File: src/rtl/uc_broadcast_if.sv
// -----------------------------------------------------------------------------
// uc_broadcast_if
// Bundle of the arbiter-side and engine-side signals of uc_broadcast.
//
//   in_valid / in_lit / in_ready : pop handshake with the unit-clause queue
//   conflict                     : sticky conflict level from the arbiter
//   eng_en                       : engines participating (sampled at capture)
//   eng_valid / eng_ready        : per-engine offer / FIFO-not-full
//   eng_lit                      : literal shared by all engines
//   bcast_count/busy/aborted/overflow : status
//
// Modports:
//   slave  - the broadcast block itself
//   master - the surrounding environment (queue, arbiter, engines)
// -----------------------------------------------------------------------------
interface uc_broadcast_if #(
  parameter int LIT_W      = 11,
  parameter int NUM_ENGINE = 4,
  parameter int CNT_W      = 7
);
  logic                    in_valid;
  logic signed [LIT_W-1:0] in_lit;
  logic                    in_ready;
  logic                    conflict;
  logic [NUM_ENGINE-1:0]   eng_en;
  logic [NUM_ENGINE-1:0]   eng_valid;
  logic [NUM_ENGINE-1:0]   eng_ready;
  logic signed [LIT_W-1:0] eng_lit;
  logic [CNT_W-1:0]        bcast_count;
  logic                    busy;
  logic                    aborted;
  logic                    overflow;

  modport slave (
    input  in_valid, in_lit, conflict, eng_en, eng_ready,
    output in_ready, eng_valid, eng_lit, bcast_count, busy, aborted, overflow
  );

  modport master (
    output in_valid, in_lit, conflict, eng_en, eng_ready,
    input  in_ready, eng_valid, eng_lit, bcast_count, busy, aborted, overflow
  );
endinterface

File: src/rtl/uc_broadcast.sv
// -----------------------------------------------------------------------------
// uc_broadcast
// Pops one signed unit-clause literal at a time from the arbiter output queue
// and offers it to every enabled engine receive FIFO. The literal is held
// until each targeted engine has taken it; a per-engine pending mask makes
// sure a slow engine never causes a second delivery to a fast one. A conflict
// from the arbiter stops all delivery permanently (until reset).
//
// Ports:
//   clk  : clock
//   rst  : asynchronous, active-low reset
//   bus  : uc_broadcast_if.slave
//          in_valid/in_lit/in_ready  queue pop handshake
//          conflict                  arbiter conflict level
//          eng_en                    participating engines, latched at capture
//          eng_valid/eng_ready       per-engine handshake
//          eng_lit                   held literal (bit-exact copy of in_lit)
//          bcast_count               literals fully delivered, saturating
//          busy                      literal held, delivery in progress
//          aborted                   sticky, conflict seen
//          overflow                  sticky, capture while count saturated
//
// All outputs are registered or decoded from state, so there is no
// combinational path from in_valid to in_ready nor from eng_ready to
// eng_valid. Peak throughput is one literal per two cycles.
// -----------------------------------------------------------------------------
module uc_broadcast #(
  parameter int LIT_W      = 11,
  parameter int NUM_ENGINE = 4,
  parameter int MAX_UC     = 64,
  parameter int CNT_W      = 7
) (
  input  logic           clk,
  input  logic           rst,
  uc_broadcast_if.slave  bus
);

  typedef enum logic [1:0] {
    S_IDLE  = 2'd0,
    S_SEND  = 2'd1,
    S_ABORT = 2'd2
  } state_t;

  // Saturating increment of the delivered-literal counter.
  function automatic logic [CNT_W-1:0] sat_inc(input logic [CNT_W-1:0] c);
    if (c >= CNT_W'(MAX_UC)) begin
      return CNT_W'(MAX_UC);
    end
    return c + 1'b1;
  endfunction

  state_t                  r_state;
  state_t                  w_state_nxt;
  logic signed [LIT_W-1:0] r_lit;
  logic signed [LIT_W-1:0] w_lit_nxt;
  logic [NUM_ENGINE-1:0]   r_pending;
  logic [NUM_ENGINE-1:0]   w_pending_nxt;
  logic [NUM_ENGINE-1:0]   w_pending_left;
  logic [NUM_ENGINE-1:0]   w_hs;
  logic [NUM_ENGINE-1:0]   w_eng_valid;
  logic [CNT_W-1:0]        r_count;
  logic [CNT_W-1:0]        w_count_nxt;
  logic                    r_aborted;
  logic                    w_aborted_nxt;
  logic                    r_overflow;
  logic                    w_overflow_nxt;
  logic                    w_in_ready;

  // Output decode. in_ready is gated by rst so it reads 0 while reset is
  // held even though the state register already sits in IDLE.
  assign w_in_ready  = rst && (r_state == S_IDLE) && !bus.conflict;
  assign w_eng_valid = (r_state == S_SEND) ? r_pending : '0;
  assign w_hs        = w_eng_valid & bus.eng_ready;

  assign bus.in_ready    = w_in_ready;
  assign bus.eng_valid   = w_eng_valid;
  assign bus.eng_lit     = r_lit;
  assign bus.bcast_count = r_count;
  assign bus.busy        = (r_state == S_SEND);
  assign bus.aborted     = r_aborted;
  assign bus.overflow    = r_overflow;

  // Next-state and register-update logic.
  always_comb begin
    w_state_nxt    = r_state;
    w_lit_nxt      = r_lit;
    w_pending_nxt  = r_pending;
    w_count_nxt    = r_count;
    w_aborted_nxt  = r_aborted;
    w_overflow_nxt = r_overflow;
    w_pending_left = r_pending & ~w_hs;

    case (r_state)
      S_IDLE: begin
        if (bus.conflict) begin
          // Conflict beats a simultaneous in_valid: nothing is captured.
          w_state_nxt   = S_ABORT;
          w_aborted_nxt = 1'b1;
        end else if (bus.in_valid) begin
          w_lit_nxt     = bus.in_lit;
          w_pending_nxt = bus.eng_en;
          if (r_count == CNT_W'(MAX_UC)) begin
            w_overflow_nxt = 1'b1;
          end
          if (bus.eng_en != '0) begin
            w_state_nxt = S_SEND;
          end else begin
            // No engine wants it: the literal counts as delivered at once.
            w_count_nxt = sat_inc(r_count);
          end
        end
      end

      S_SEND: begin
        if (bus.conflict) begin
          // Handshakes this cycle still happen on the engine side, but the
          // literal is abandoned and never counted.
          w_state_nxt   = S_ABORT;
          w_aborted_nxt = 1'b1;
          w_pending_nxt = '0;
        end else begin
          w_pending_nxt = w_pending_left;
          if (w_pending_left == '0) begin
            w_state_nxt = S_IDLE;
            w_count_nxt = sat_inc(r_count);
          end
        end
      end

      S_ABORT: begin
        w_pending_nxt = '0;
        w_aborted_nxt = 1'b1;
      end

      default: begin
        w_state_nxt   = S_IDLE;
        w_pending_nxt = '0;
      end
    endcase
  end

  // State register.
  always_ff @(posedge clk or negedge rst) begin
    if (!rst) begin
      r_state <= S_IDLE;
    end else begin
      r_state <= w_state_nxt;
    end
  end

  // Datapath and status registers; all cleared so outputs read 0 in reset.
  always_ff @(posedge clk or negedge rst) begin
    if (!rst) begin
      r_lit      <= '0;
      r_pending  <= '0;
      r_count    <= '0;
      r_aborted  <= 1'b0;
      r_overflow <= 1'b0;
    end else begin
      r_lit      <= w_lit_nxt;
      r_pending  <= w_pending_nxt;
      r_count    <= w_count_nxt;
      r_aborted  <= w_aborted_nxt;
      r_overflow <= w_overflow_nxt;
    end
  end

endmodule

File: src/flat_wrapper.sv
// flat-port wrapper written by rule: the top's interface ports become plain ports
module uc_broadcast_flat 
#(
  parameter int LIT_W      = 11,
  parameter int NUM_ENGINE = 4,
  parameter int MAX_UC     = 64,
  parameter int CNT_W      = 7
)
  (clk, rst, bus_in_valid, bus_in_lit, bus_conflict, bus_eng_en, bus_eng_ready, bus_in_ready, bus_eng_valid, bus_eng_lit, bus_bcast_count, bus_busy, bus_aborted, bus_overflow);
  uc_broadcast_if #(.LIT_W(LIT_W), .NUM_ENGINE(NUM_ENGINE), .CNT_W(CNT_W)) bus_i ();
  input  logic clk;
  input  logic rst;
  input wire logic [$bits(bus_i.in_valid)-1:0] bus_in_valid;
  input wire logic [$bits(bus_i.in_lit)-1:0] bus_in_lit;
  input wire logic [$bits(bus_i.conflict)-1:0] bus_conflict;
  input wire logic [$bits(bus_i.eng_en)-1:0] bus_eng_en;
  input wire logic [$bits(bus_i.eng_ready)-1:0] bus_eng_ready;
  output wire logic [$bits(bus_i.in_ready)-1:0] bus_in_ready;
  output wire logic [$bits(bus_i.eng_valid)-1:0] bus_eng_valid;
  output wire logic [$bits(bus_i.eng_lit)-1:0] bus_eng_lit;
  output wire logic [$bits(bus_i.bcast_count)-1:0] bus_bcast_count;
  output wire logic [$bits(bus_i.busy)-1:0] bus_busy;
  output wire logic [$bits(bus_i.aborted)-1:0] bus_aborted;
  output wire logic [$bits(bus_i.overflow)-1:0] bus_overflow;
  assign bus_i.in_valid = bus_in_valid;
  assign bus_i.in_lit = bus_in_lit;
  assign bus_i.conflict = bus_conflict;
  assign bus_i.eng_en = bus_eng_en;
  assign bus_i.eng_ready = bus_eng_ready;
  assign bus_in_ready = bus_i.in_ready;
  assign bus_eng_valid = bus_i.eng_valid;
  assign bus_eng_lit = bus_i.eng_lit;
  assign bus_bcast_count = bus_i.bcast_count;
  assign bus_busy = bus_i.busy;
  assign bus_aborted = bus_i.aborted;
  assign bus_overflow = bus_i.overflow;
  uc_broadcast #(.LIT_W(LIT_W), .NUM_ENGINE(NUM_ENGINE), .MAX_UC(MAX_UC), .CNT_W(CNT_W)) u_core (.clk(clk), .rst(rst), .bus(bus_i));
endmodule
File: config.mk
export PLATFORM = sky130hd
export DESIGN_NAME = uc_broadcast_flat
export DESIGN_NICKNAME = d
export VERILOG_FILES = /design/src/rtl/uc_broadcast_if.sv /design/src/rtl/uc_broadcast.sv /design/src/flat_wrapper.sv
export SDC_FILE = /design/constraint.sdc
export NUM_CORES = 1
export LEC_CHECK = 0
export BUFFER_PORTS_ARGS = -buffer_cell sky130_fd_sc_hd__buf_4
export CELL_PAD_IN_SITES_DETAIL_PLACEMENT = 0
export CELL_PAD_IN_SITES_GLOBAL_PLACEMENT = 2
export CORE_ASPECT_RATIO = 0.7
export CORE_MARGIN = 2
export CORE_UTILIZATION = 30
export DETAILED_ROUTE_END_ITERATION = 8
export PLACE_DENSITY_LB_ADDON = 0.1
export SLEW_MARGIN = 0
export SYNTH_ARGS = -nofsm -noshare
export SYNTH_HDL_FRONTEND = slang
export SYNTH_SLANG_ARGS = --single-unit
File: constraint.sdc
create_clock -name clk -period 4.9 [get_ports clk]
set_input_delay 0.245 -clock clk [delete_from_list [all_inputs] [get_ports clk]]
set_output_delay 0.245 -clock clk [all_outputs]
set_load 0.01 [all_outputs]
Yosys cells after proc, flatten, opt, wreduce, memory -nomap -nowiden
Index checks and enable logic that the tools add are counted.

Register bits after elaboration: 26. Output and inout port bits: 26.

Reduce and logical (&&, ||, !) cells: 15. Equality and inequality tests: 12. Mux-type cells: 30. Add/sub/neg operators: 1. Bitwise operators: 5. Magnitude comparators: 1.

Operator list (number): $mux 7 (8); $mux 4 (4); $pmux 7 s2 (1); $mux 2 (5); $mux 1 (9); $and 4x4->4 (2); $ne 2x2->1 const B (4); $pmux 4 s2 (1); $reduce_and 4->1 (2); $add 7x1->7 const B (1); $eq 7x7->1 const B (1); $ge 7x7->1 const B (1); $ne 3x3->1 const B (2); $pmux 2 s3 (1); $reduce_and 6->1 (1); $logic_not 4->1 (1); $ne 2x1->1 const B (2); $not 4->4 (1); $reduce_and 2->1 (2); $reduce_bool 2->1 (2); $reduce_bool 4->1 (1); $ne 3x2->1 const B (1); $reduce_and 3->1 (1); $eq 2x1->1 const B (1); 7 further kinds (9).

Depth between registers and ports, before layout
Word-level depth: 13. Mapped depth: 6. Depth with buffers taken out: 5.

Worst setup path before layout
Ideal clock, no wire load.

Kind: register -> register. Start: reg u_core.r_state[1]. End: reg u_core.r_lit[0] (netlist: u_core.bus.eng_lit[0]). Cell stages (with the launch flop): 6. Period minus slack after synthesis: 1700 ps. Arrival: 1575 ps. Setup slack: 3200 ps. Data required time: 4775 ps. Cells stage by stage: dfrtp_1 > clkbuf_1 > or2_2 > nor3_2 > buf_2 > mux2_2.

Cells in the longest elaborated chain, start to end: 2.

RTL lines: start, declared (RTL line uc_broadcast.sv:52) `state_t r_state;`; start signal, assigned (RTL line uc_broadcast.sv:147) `r_state <= w_state_nxt;`; $logic_not 2->1 (RTL line uc_broadcast.sv:93) `case (r_state)`; $reduce_and 3->1 (no line); end signal, assigned (RTL line uc_broadcast.sv:160) `r_lit <= w_lit_nxt;`; end, declared (RTL line uc_broadcast.sv:54) `logic signed [LIT_W-1:0] r_lit;`.

No other way between the ends. A chain may end at the register's enable or synchronous reset.

Worst setup path in the final report
Start: reg u_core.r_state[1]. End: reg u_core.r_lit[8] (netlist: u_core.bus.eng_lit[8]).

Same word-level chain as after synthesis.

==> impl_results.md <==
* Die Footprint at 4720 um2
* Placed Instances at between 200 and 250
* Clock Sinks at 26
* Total Routing Usage GR at around an eighth
* P_int at between 300 and 400 uW
* Port bufs at 48
* Switch Pwr at approximately 100 uW
* Skew final at about 3.3 ps
* Starting Density at about a third
* Final Critical Period at 2100 ps
* Fillers at ~400
* Multi-input gate area at about 570 um2
* FFs w/ async S/R, synth at between 90% and 100%
* Worst Path Required at 5060 ps
* Via density at roughly 4.7
* Syn Nets at about 140
* Die H at 58.1 um
* Critical path arrival at between 2000 and 2500 ps
* Slew of the pin with the lowest slew margin at 951 ps
* DR iter-0 viols at 44
* Dpl hpwl at 2220 um
* Top-area cell type share of the netlist area at between 50% and 60%
* Antenna cell count at 0
* Width of the die at 81.2 um
* Sequential element share of the synthesized area at about 52%
* Pre-CTS setup slack at around 2800 ps
* Initial antenna violation count at 0
* Cell area after synthesis at around 1300 um2
* Hold_ws at around 200 ps
* Comb power frac at 14.4%
* Synth top area cells: dfrtp_1, mux2_2, nand2_1
* Rows at 19
* Syn avg cell area at ~11 um2
* Vias in the first global route at roughly 1000
* Warnings, synthesis at 0
* Fin. Hold Viols at 0
* Core ar. at 3970 um2
* Slew margin rel. at between 30% and 40%
* Final setup margin at approximately 2800 ps
* Final Cell Area at approximately 1700 um2
* Final routed DRC violation total at 0
* WL per Instance at 13.3 um
* Area post-placement at about 1700 um2
* WS Path Type: flip-flop to flip-flop
* Switching Fraction at between 20% and 30%
* Yosys top cell by area: dfrtp_1
* Worst vdd ir at ~160 uV
* Final std cells w/o fill at 220
* Post-synth EDFFs at 0
* Max Freq at around 480 MHz
* First-pass GRT wire length at between 4000 and 5000 um
* Critical Path Source Type: flip-flop
* RSZ-0062 raised after global routing: no
* DRT Wirelength at between 2000 and 3000 um
* Crit. End Element: flip-flop
* Final ANT Viol Nets at 0
* Area delta synth->final at 39.5%
* Worst-Skew Late Latency at around 270 ps
* Status: finished clean
* # IOs at 49
* Ys flop type: dfrtp_1
* Clk root buf: clkbuf_8
* Reg area at 651 um2
* Synth cell types at 29
* Worst hold path class: input port to flip-flop
* CTS tree: built
* Number of synthesized register bits at 26
* Detailed Routing Iterations Pass 1 at 4
* Max-slew violations at 0
* Nets at 194
* Pwr dens at 276 nW/um2
* Leakage power at 0.000829 uW
* H-tree Lvls at 1
* Setup TNS at 0 ps
* Syn Inst Count at about 120
* Tcrit/Tclk final at between 40% and 50%
* Max-cap violations at 0
* Worst-path fanout max at 12
* Grt total ovfl at 0
* Sequential power share at 49.2%
* TritonCTS buffer count at 3
* CTS clock-pin slew for the worst setup and hold paths at 90 ps
* Final setup viols at 0
* Largest net degree at the start of global routing at 28
* Routability cong. at 0.833
* Via count at 1027
* Layout cells sized above 1 at 41.1%
* CTS Buffer Depth at 2
* Clock power share at roughly 36%
## cells in the final DEF, fill, tap and decap left out
| master | count |
|---|---|
| nand2b_4 | 1 |
| dfrtp_1 | 26 |
| mux2_2 | 9 |
| o21ai_0 | 7 |
| nor4_1 | 2 |
| buf_4 | 48 |
| nor4_4 | 1 |
| nand2_1 | 12 |
| and2_1 | 4 |
| or2_2 | 2 |
| a41o_1 | 1 |
| nand2b_1 | 2 |
| o21ai_1 | 5 |
| clkbuf_8 | 3 |
| ha_1 | 2 |
| or4_4 | 1 |
| a21oi_1 | 2 |
| nand3_1 | 2 |
| a31oi_2 | 1 |
| nor2_1 | 10 |
| mux2_1 | 2 |
| nor2b_1 | 4 |
| a31oi_1 | 3 |
| o31ai_1 | 2 |
| bufinv_16 | 1 |
| o31ai_2 | 1 |
| and3_1 | 2 |
| a22oi_1 | 4 |
| nor3_2 | 1 |
| inv_1 | 6 |
| dlygate4sd3_1 | 1 |
## per-layer routing
metal / routed length [um] / track usage [%] / vias up
li1: - / - / 514
met1: 1450 / 18.4 / 479
met2: 1220 / 19.0 / 32
met3: 227 / 4.52 / 2
met4: 17 / 2.91 / 0
met5: 0 / 0 / -
## final cells by class
cell class                      count  share of cell area, %
Tap cell                           52                   3.72
Sequential cell                    26                   37.2
Clock buffer                        3                   2.36
Multi-Input combinational cell     83                   32.4
Timing Repair Buffer               49                   21.2
Inverter                            6                   1.29
Clock inverter                      1                   1.72
## critical path, cell delays in order, from the launching register on
cell and delay [ps]:
dfrtp_1 470, or2_2 360, nor3_2 730, mux2_2 420
## synth_stat cells, types with 2 or more instances
cell type and instances:
a21oi_1 2, a22oi_1 4, a31oi_1 3, and2_1 4, and3_1 2, clkbuf_1 2, dfrtp_1 26, ha_1 2
inv_1 6, mux2_1 2, mux2_2 9, nand2_1 12, nand2b_1 2, nand3_1 2, nor2_1 10, nor2b_1 4
nor4_1 2, o21ai_0 7, o21ai_1 5, o31ai_1 2, or2_2 2
## logic make-up (layout without fill, tap and decap cells)
kind of cell,count (synthesis),in the layout,synth area share (%)
multiplexers,11,11,9.89
flip-flops,26,26,51.9
AND/OR/NAND/NOR,44,44,19.9
AO/OA/AOI/OAI,26,26,13.5
buffers and inverters,9,59,2.80
adder cells (fa/ha/maj),2,2,2.00
## registers in the layout, summed over array words and instances, names as in the netlist
| name | count |
|---|---|
| u_core.bus.eng_lit | 11 |
| u_core.bus.bcast_count | 7 |
| u_core.r_pending | 4 |
| u_core.r_state | 2 |
| u_core.bus.aborted | 1 |
| u_core.bus.overflow | 1 |
## stage by stage
step | util, % | total power, uW
6_report | 44.0 | 481
5_1_grt | 44.0 | 505
4_1_cts | 44.0 | 490
3_5_place_dp | 41.9 | 311
3_3_place_gp | 41.9 | 310
2_1_floorplan | - | 265
## worst paths after layout
kind / from / endpoint / slack [ps] / cells past startpoint
min in group asynchronous: rst / u_core.bus.eng_lit[7] / 420 / 2
min: bus_in_lit[6] / u_core.bus.eng_lit[6] / 190 / 2
max in group asynchronous: rst / u_core.bus.eng_lit[1] / 4230 / 2
max: u_core.r_state[1] / u_core.bus.eng_lit[8] / 2800 / 3
max reg2reg: u_core.r_state[1] / u_core.bus.eng_lit[8] / 2800 / 3
min reg2reg: u_core.bus.aborted / u_core.bus.aborted / 490 / 1
## power by group through the flow
stage / sequential, uW / combinational [uW] / clock [uW]
6_report: 237 / 69.2 / 175
5_1_grt: 238 / 75.4 / 191
3_3_place_gp: 241 / 68.5 / 0
2_1_floorplan: 248 / 16.7 / 0
3_5_place_dp: 241 / 70.1 / 0
4_1_cts: 237 / 70.9 / 182
## repair_timing
item,CTS,global route
hold buffers,1,0
endpoints found under the hold margin,26,0
gates resized for setup,0,0
buffers inserted,0,0
Note: power is estimated with default switching activity, not from simulation.
